File: src/rtl/ascii_pkg.sv
// Shared ASCII constants and parser FSM encoding for the ASCII adder front end.
package ascii_pkg;

  localparam logic [6:0] ASCII_0    = 7'h30;
  localparam logic [6:0] ASCII_9    = 7'h39;
  localparam logic [6:0] ASCII_CR   = 7'h0D;
  localparam logic [6:0] ASCII_SP   = 7'h20;
  localparam logic [6:0] ASCII_PLUS = 7'h2B;
  localparam logic [6:0] ASCII_EQ   = 7'h3D;

  localparam logic [2:0] DIGITS_MAX = 3'd7;

  typedef enum logic [1:0] {
    ST_IDLE  = 2'd0,
    ST_ACCUM = 2'd1,
    ST_OUT   = 2'd2
  } state_t;

endpackage

File: src/rtl/ascii_bin_parser_if.sv
// Character-in / number-out handshake bundle; slave is the parser, master is its environment.
interface ascii_bin_parser_if #(
  parameter int OUT_W = 8
) ();
  logic [6:0]       char_in;
  logic             char_valid;
  logic             char_ready;
  logic [OUT_W-1:0] num_out;
  logic             num_valid;
  logic             num_ready;
  logic             num_err;
  logic [2:0]       num_digits;

  modport master (
    output char_in, char_valid, num_ready,
    input  char_ready, num_out, num_valid, num_err, num_digits
  );

  modport slave (
    input  char_in, char_valid, num_ready,
    output char_ready, num_out, num_valid, num_err, num_digits
  );
endinterface

File: src/rtl/ascii_char_class.sv
// Combinational classifier: decimal digit, number terminator, or anything else.
module ascii_char_class
  import ascii_pkg::*;
(
  input  logic [6:0] char_in,
  output logic       is_digit,
  output logic       is_term,
  output logic [3:0] digit
);
  always_comb begin
    is_digit = (char_in >= ASCII_0) && (char_in <= ASCII_9);
    is_term  = (char_in == ASCII_CR) || (char_in == ASCII_SP) ||
               (char_in == ASCII_PLUS) || (char_in == ASCII_EQ);
    // Digit codes 0x30..0x39 carry their value in the low nibble.
    digit    = is_digit ? char_in[3:0] : 4'd0;
  end
endmodule

File: src/rtl/ascii_bin_parser.sv
// Decimal ASCII digit string to saturating unsigned binary, one result per terminated term.
module ascii_bin_parser
  import ascii_pkg::*;
#(
  parameter int OUT_W = 8
) (
  input  logic               clk,
  input  logic               rst,
  ascii_bin_parser_if.slave  bus
);
  localparam int               EXT_W   = OUT_W + 4;
  localparam logic [OUT_W-1:0] ACC_MAX = '1;

  state_t           state_q, state_d;
  logic [OUT_W-1:0] acc_q, acc_d;
  logic [2:0]       cnt_q, cnt_d;
  logic             err_q, err_d;
  logic [OUT_W-1:0] num_out_q, num_out_d;
  logic             num_err_q, num_err_d;
  logic [2:0]       num_digits_q, num_digits_d;

  logic             is_digit, is_term;
  logic [3:0]       digit;
  logic             accept;
  logic [EXT_W-1:0] acc_ext, mac;
  logic             overflow;
  logic [2:0]       cnt_inc;

  ascii_char_class u_class (
    .char_in  (bus.char_in),
    .is_digit (is_digit),
    .is_term  (is_term),
    .digit    (digit)
  );

  assign accept         = bus.char_valid && bus.char_ready;
  assign bus.char_ready = (state_q != ST_OUT) && !rst;
  assign bus.num_valid  = (state_q == ST_OUT);
  assign bus.num_out    = num_out_q;
  assign bus.num_err    = num_err_q;
  assign bus.num_digits = num_digits_q;

  // acc*10+d via shifts; four extra bits hold the worst case (2**OUT_W-1)*10+9.
  always_comb begin
    acc_ext  = {4'd0, acc_q};
    mac      = (acc_ext << 3) + (acc_ext << 1) + {{OUT_W{1'b0}}, digit};
    overflow = mac > {4'd0, ACC_MAX};
    cnt_inc  = (cnt_q == DIGITS_MAX) ? cnt_q : cnt_q + 3'd1;
  end

  always_comb begin
    state_d      = state_q;
    acc_d        = acc_q;
    cnt_d        = cnt_q;
    err_d        = err_q;
    num_out_d    = num_out_q;
    num_err_d    = num_err_q;
    num_digits_d = num_digits_q;

    case (state_q)
      ST_IDLE: begin
        if (accept) begin
          if (is_digit) begin
            acc_d   = {{(OUT_W-4){1'b0}}, digit};
            cnt_d   = 3'd1;
            state_d = ST_ACCUM;
          end else if (!is_term) begin
            acc_d   = '0;
            err_d   = 1'b1;
            state_d = ST_OUT;
          end
        end
      end
      ST_ACCUM: begin
        if (accept) begin
          if (is_digit) begin
            if (overflow) begin
              acc_d = ACC_MAX;
              err_d = 1'b1;
            end else begin
              acc_d = mac[OUT_W-1:0];
            end
            cnt_d = cnt_inc;
          end else if (is_term) begin
            state_d = ST_OUT;
          end else begin
            acc_d   = '0;
            err_d   = 1'b1;
            state_d = ST_OUT;
          end
        end
      end
      ST_OUT: begin
        if (bus.num_ready) begin
          state_d = ST_IDLE;
          acc_d   = '0;
          cnt_d   = 3'd0;
          err_d   = 1'b0;
        end
      end
      default: state_d = ST_IDLE;
    endcase

    // Result registers capture the final term state on entry to OUT and hold until then.
    if ((state_d == ST_OUT) && (state_q != ST_OUT)) begin
      num_out_d    = acc_d;
      num_err_d    = err_d;
      num_digits_d = cnt_d;
    end
  end

  always_ff @(posedge clk or posedge rst) begin
    if (rst) begin
      state_q      <= ST_IDLE;
      acc_q        <= '0;
      cnt_q        <= 3'd0;
      err_q        <= 1'b0;
      num_out_q    <= '0;
      num_err_q    <= 1'b0;
      num_digits_q <= 3'd0;
    end else begin
      state_q      <= state_d;
      acc_q        <= acc_d;
      cnt_q        <= cnt_d;
      err_q        <= err_d;
      num_out_q    <= num_out_d;
      num_err_q    <= num_err_d;
      num_digits_q <= num_digits_d;
    end
  end
endmodule

File: src/flat_wrapper.sv
// flat-port wrapper written by rule: the top's interface ports become plain ports
module ascii_bin_parser_flat import ascii_pkg::*;
#(
  parameter int OUT_W = 8
)
  (clk, rst, bus_char_in, bus_char_valid, bus_num_ready, bus_char_ready, bus_num_out, bus_num_valid, bus_num_err, bus_num_digits);
  ascii_bin_parser_if #(.OUT_W(OUT_W)) bus_i ();
  input  logic clk;
  input  logic rst;
  input wire logic [$bits(bus_i.char_in)-1:0] bus_char_in;
  input wire logic [$bits(bus_i.char_valid)-1:0] bus_char_valid;
  input wire logic [$bits(bus_i.num_ready)-1:0] bus_num_ready;
  output wire logic [$bits(bus_i.char_ready)-1:0] bus_char_ready;
  output wire logic [$bits(bus_i.num_out)-1:0] bus_num_out;
  output wire logic [$bits(bus_i.num_valid)-1:0] bus_num_valid;
  output wire logic [$bits(bus_i.num_err)-1:0] bus_num_err;
  output wire logic [$bits(bus_i.num_digits)-1:0] bus_num_digits;
  assign bus_i.char_in = bus_char_in;
  assign bus_i.char_valid = bus_char_valid;
  assign bus_i.num_ready = bus_num_ready;
  assign bus_char_ready = bus_i.char_ready;
  assign bus_num_out = bus_i.num_out;
  assign bus_num_valid = bus_i.num_valid;
  assign bus_num_err = bus_i.num_err;
  assign bus_num_digits = bus_i.num_digits;
  ascii_bin_parser #(.OUT_W(OUT_W)) u_core (.clk(clk), .rst(rst), .bus(bus_i));
endmodule
File: config.mk
export PLATFORM = sky130hd
export DESIGN_NAME = ascii_bin_parser_flat
export DESIGN_NICKNAME = d
export VERILOG_FILES = /design/src/rtl/ascii_pkg.sv /design/src/rtl/ascii_bin_parser_if.sv /design/src/rtl/ascii_char_class.sv /design/src/rtl/ascii_bin_parser.sv /design/src/flat_wrapper.sv
export SDC_FILE = /design/constraint.sdc
export NUM_CORES = 1
export LEC_CHECK = 0
export ABC_CLOCK_PERIOD_IN_PS = 8550
export CORE_ASPECT_RATIO = 0.75
export CORE_MARGIN = 2
export CORE_UTILIZATION = 42
export CTS_CLUSTER_DIAMETER = 100
export DETAILED_ROUTE_END_ITERATION = 10
export PLACE_DENSITY = 0.67
export SYNTH_ARGS = -nofsm -noshare
export SYNTH_HDL_FRONTEND = slang
export SYNTH_SLANG_ARGS = --single-unit
File: constraint.sdc
create_clock -name clk -period 8.55 [get_ports clk]
set_clock_uncertainty 0.1 [all_clocks]
set_input_delay 1.2825 -clock clk [delete_from_list [all_inputs] [get_ports clk]]
set_output_delay 1.2825 -clock clk [all_outputs]
set_load 0.1 [all_outputs]
==> results.cfg <==
[floorplan]
die_x_um = 81.6
die_y_um = 62.2
core_sq_mm = 0.00441
dieArea_sq_mm = 0.00508
ios = 25
num_rows = 21
initial_utilization_pct = 43.0

[cts]
cts_buffer_depth = 2
hold_buffers = 0
clockRootBuffer = clkbuf_8
cts_tree = built
clock_latency_ns = 0.27
cts_setup_buffers = 0
cts_resized = 0
cts-htree-levels = 1
cts_sinks = 26
numCtsBuffers = 3
path_clk_slew_ns = 0.09

[global_route]
antenna_found_initial = 0
grt_use_total_pct = 16.8
grt_max_degree = 28
grt_pass1_wl_um = 6700
grt_pass1_vias = 1379
gr-total-overflow = 0

[detailed_routing]
drc = 0
routed_wl_um = 4020
num_vias = 1591
antenna_left = 0
dr.pass1.iters = 4
via_per_inst = 5.68
drt-initial-drc-count = 94
routedWlPerCell_um = 14.4

[worst_setup_path]
crit_fanout = 7
cp.required_ns = 8.61
reg2reg_from = u_core.acc_q[1]$_DFF_PP0_
slowest_stage = clkdlybuf4s50_1
ff2ff_setup_slack_ns = 5.49
cp_slowest_stage_delay_ns = 0.49
crit_path_end_kind = flop
cp-start-kind = input port
crit_buf_inv = 1
worst_r2r_path_depth = 9
arrival_ns = 4.92
cp_top_family = compound AO/OA/AOI/OAI gates
worstSetupPathType = in2reg
timing.rr.end = u_core.acc_q[0]$_DFF_PP0_
crit_top_cell = ha_1
critical_path.cell_chain = clkdlybuf4s50_1 -> o21ai_0 -> and3_1 -> and2_1 -> ha_1 -> ha_1 -> fa_1 -> a211o_1 -> o211ai_1 -> nor3b_1 -> nor4_4 -> a31oi_2 -> o31a_1

[placed_design]
dp_hpwl_um = 3130
port_buffers = 24
dp.cells = 276
routabilityCongestion = 0.897

[synth]
ys_types = 54
ys_seq_elements = 26
syn_area_sq_mm = 0.00190
async_flop_share_pct = 100
ys_seq_area_share_pct = 34.3
synth_edf_count = 0
synth_flop_cell = dfrtp_1
synth_warnings = 0
synth_area_per_cell_sq_um = 9.34
synthCells = 203
syn-num-nets = 232

[pwr]
ir_drop_mv = 0.156
p_per_area_mw_per_mm2 = 152
leakage_nw = 0.997
finalPower_w = 0.000339

[timing]
setup_viol = 0
final.setup.tns_ns = 0
min_period_ns = 4.86
finalHoldWorstSlack_ns = 0.381
hold_viol = 0
report.final.slew_viol_count = 0
rsz0062_at_grt = no
max-slew-margin-rel_pct = 33.3
max_clock_freq_ghz = 0.206
tightest_slew_ns = 1.00
fin_crit_sh_pct = 56.9

[worst_hold_path]
min_from = u_core.bus.num_out[5]$_DFFE_PP0P_
whs_endpoint = u_core.bus.num_out[5]$_DFFE_PP0P_
min_path_type = reg2reg
min_path_cells = 2

[cells_and_area]
syn2layout_area_growth_pct = 17.8
most-common-layout-cells = nand2_1, dfrtp_1, clkdlybuf4s50_1
nNetsFinal = 253
fin_cells = 280
final_common_cell = nand2_1
drive_above_1_share_pct = 8.52
antenna-diode-count = 0

[flow_run]
max_cap_viol_count = 0

[run_status]
status = completed
[per-stage QoR]
stage               setup slack [ns]  cell area, sq um  util [%]
floorplan                       4.19              1900         -
global placement                3.54              2160      49.0
detailed placement              3.42              2160      49.0
CTS                             3.69              2230      50.6
global route                    3.51              2230      50.6
finish                          3.69              2230      50.6
[routing by layer]
metal / vias up / part of all wire (%) / track usage [%] / wire, um
li1: 786 / - / - / -
met1: 750 / 56 / 28.8 / 2270
met2: 51 / 38 / 21.3 / 1520
met3: 4 / 4.9 / 2.76 / 196
met4: 0 / 0.87 / 3.54 / 35
met5: - / 0 / 0 / 0
[worst register-to-register path, stage by stage (launching register included)]
cell and delay (ns):
dfrtp_1 0.44, ha_1 0.32, ha_1 0.26, fa_1 0.48, a211o_1 0.31, o211ai_1 0.17
nor3b_1 0.13, nor4_4 0.23, a31oi_2 0.20, o31a_1 0.31
[cell usage after synthesis (all sizes together) (5+ instances only)]
cell,n,area share [%]
nand2,31,6.3
nor2,17,3.8
o21ai,18,4.9
buf,7,2.2
mux2,5,3.0
nand3,9,2.4
dfrtp,26,34
a221o,5,2.6
a21oi,7,1.8
inv,7,1.4
ha,16,11
o211ai,5,2.2
[logic make-up after synthesis]
logic type | share of synthesized area, %
AOI/OAI and AO/OA | 22.4
xor gates and xnor gates | 1.39
adders and majority gates | 12.7
and+or+nand+nor | 21.5
muxes | 4.02
DFF | 34.3
buffers and inverters | 3.76
[where the power goes]
part	switching (W)	total (W)	leakage, nW	internal, W
registers	0.00000956	0.000141	0.355	0.000131
clock network	0.0000377	0.000100	0.0357	0.0000626
logic	0.0000685	0.0000975	0.606	0.0000290
[area by class of cell]
class                   instances  area [sq um]
clock buffers                   3          41.3
multi-input cells             162          1170
inverters                       7          26.3
fillers                       425          2180
well taps                      57          71.3
flip-flops and latches         26           651
clock inverters                 1          30.0
repair buffers                 24           240
[worst max-delay path by stage]
| stage | start | endpoint | slack, ns | cells past startpoint |
|---|---|---|---|---|
| 6_report | bus_char_in[2] | u_core.acc_q[0]$_DFF_PP0_ | 3.69 | 13 |
| 5_1_grt | bus_char_in[2] | u_core.acc_q[0]$_DFF_PP0_ | 3.51 | 13 |
| 4_1_cts | bus_char_in[2] | u_core.acc_q[0]$_DFF_PP0_ | 3.69 | 13 |
| 3_5_place_dp | bus_char_in[2] | u_core.acc_q[0]$_DFF_PP0_ | 3.42 | 13 |
| 3_3_place_gp | bus_char_in[2] | u_core.acc_q[0]$_DFF_PP0_ | 3.54 | 13 |
| 2_1_floorplan | bus_char_in[6] | u_core.acc_q[0]$_DFF_PP0_ | 4.19 | 13 |
[flip-flops by register name, indices dropped and copies added (netlist names)]
register and flops:
u_core.acc_q 8, u_core.bus.num_digits 3, u_core.bus.num_err 1, u_core.bus.num_out 8, u_core.cnt_q 3, u_core.err_q 1
u_core.state_q 2
Note: power is estimated with default switching activity, not from simulation.
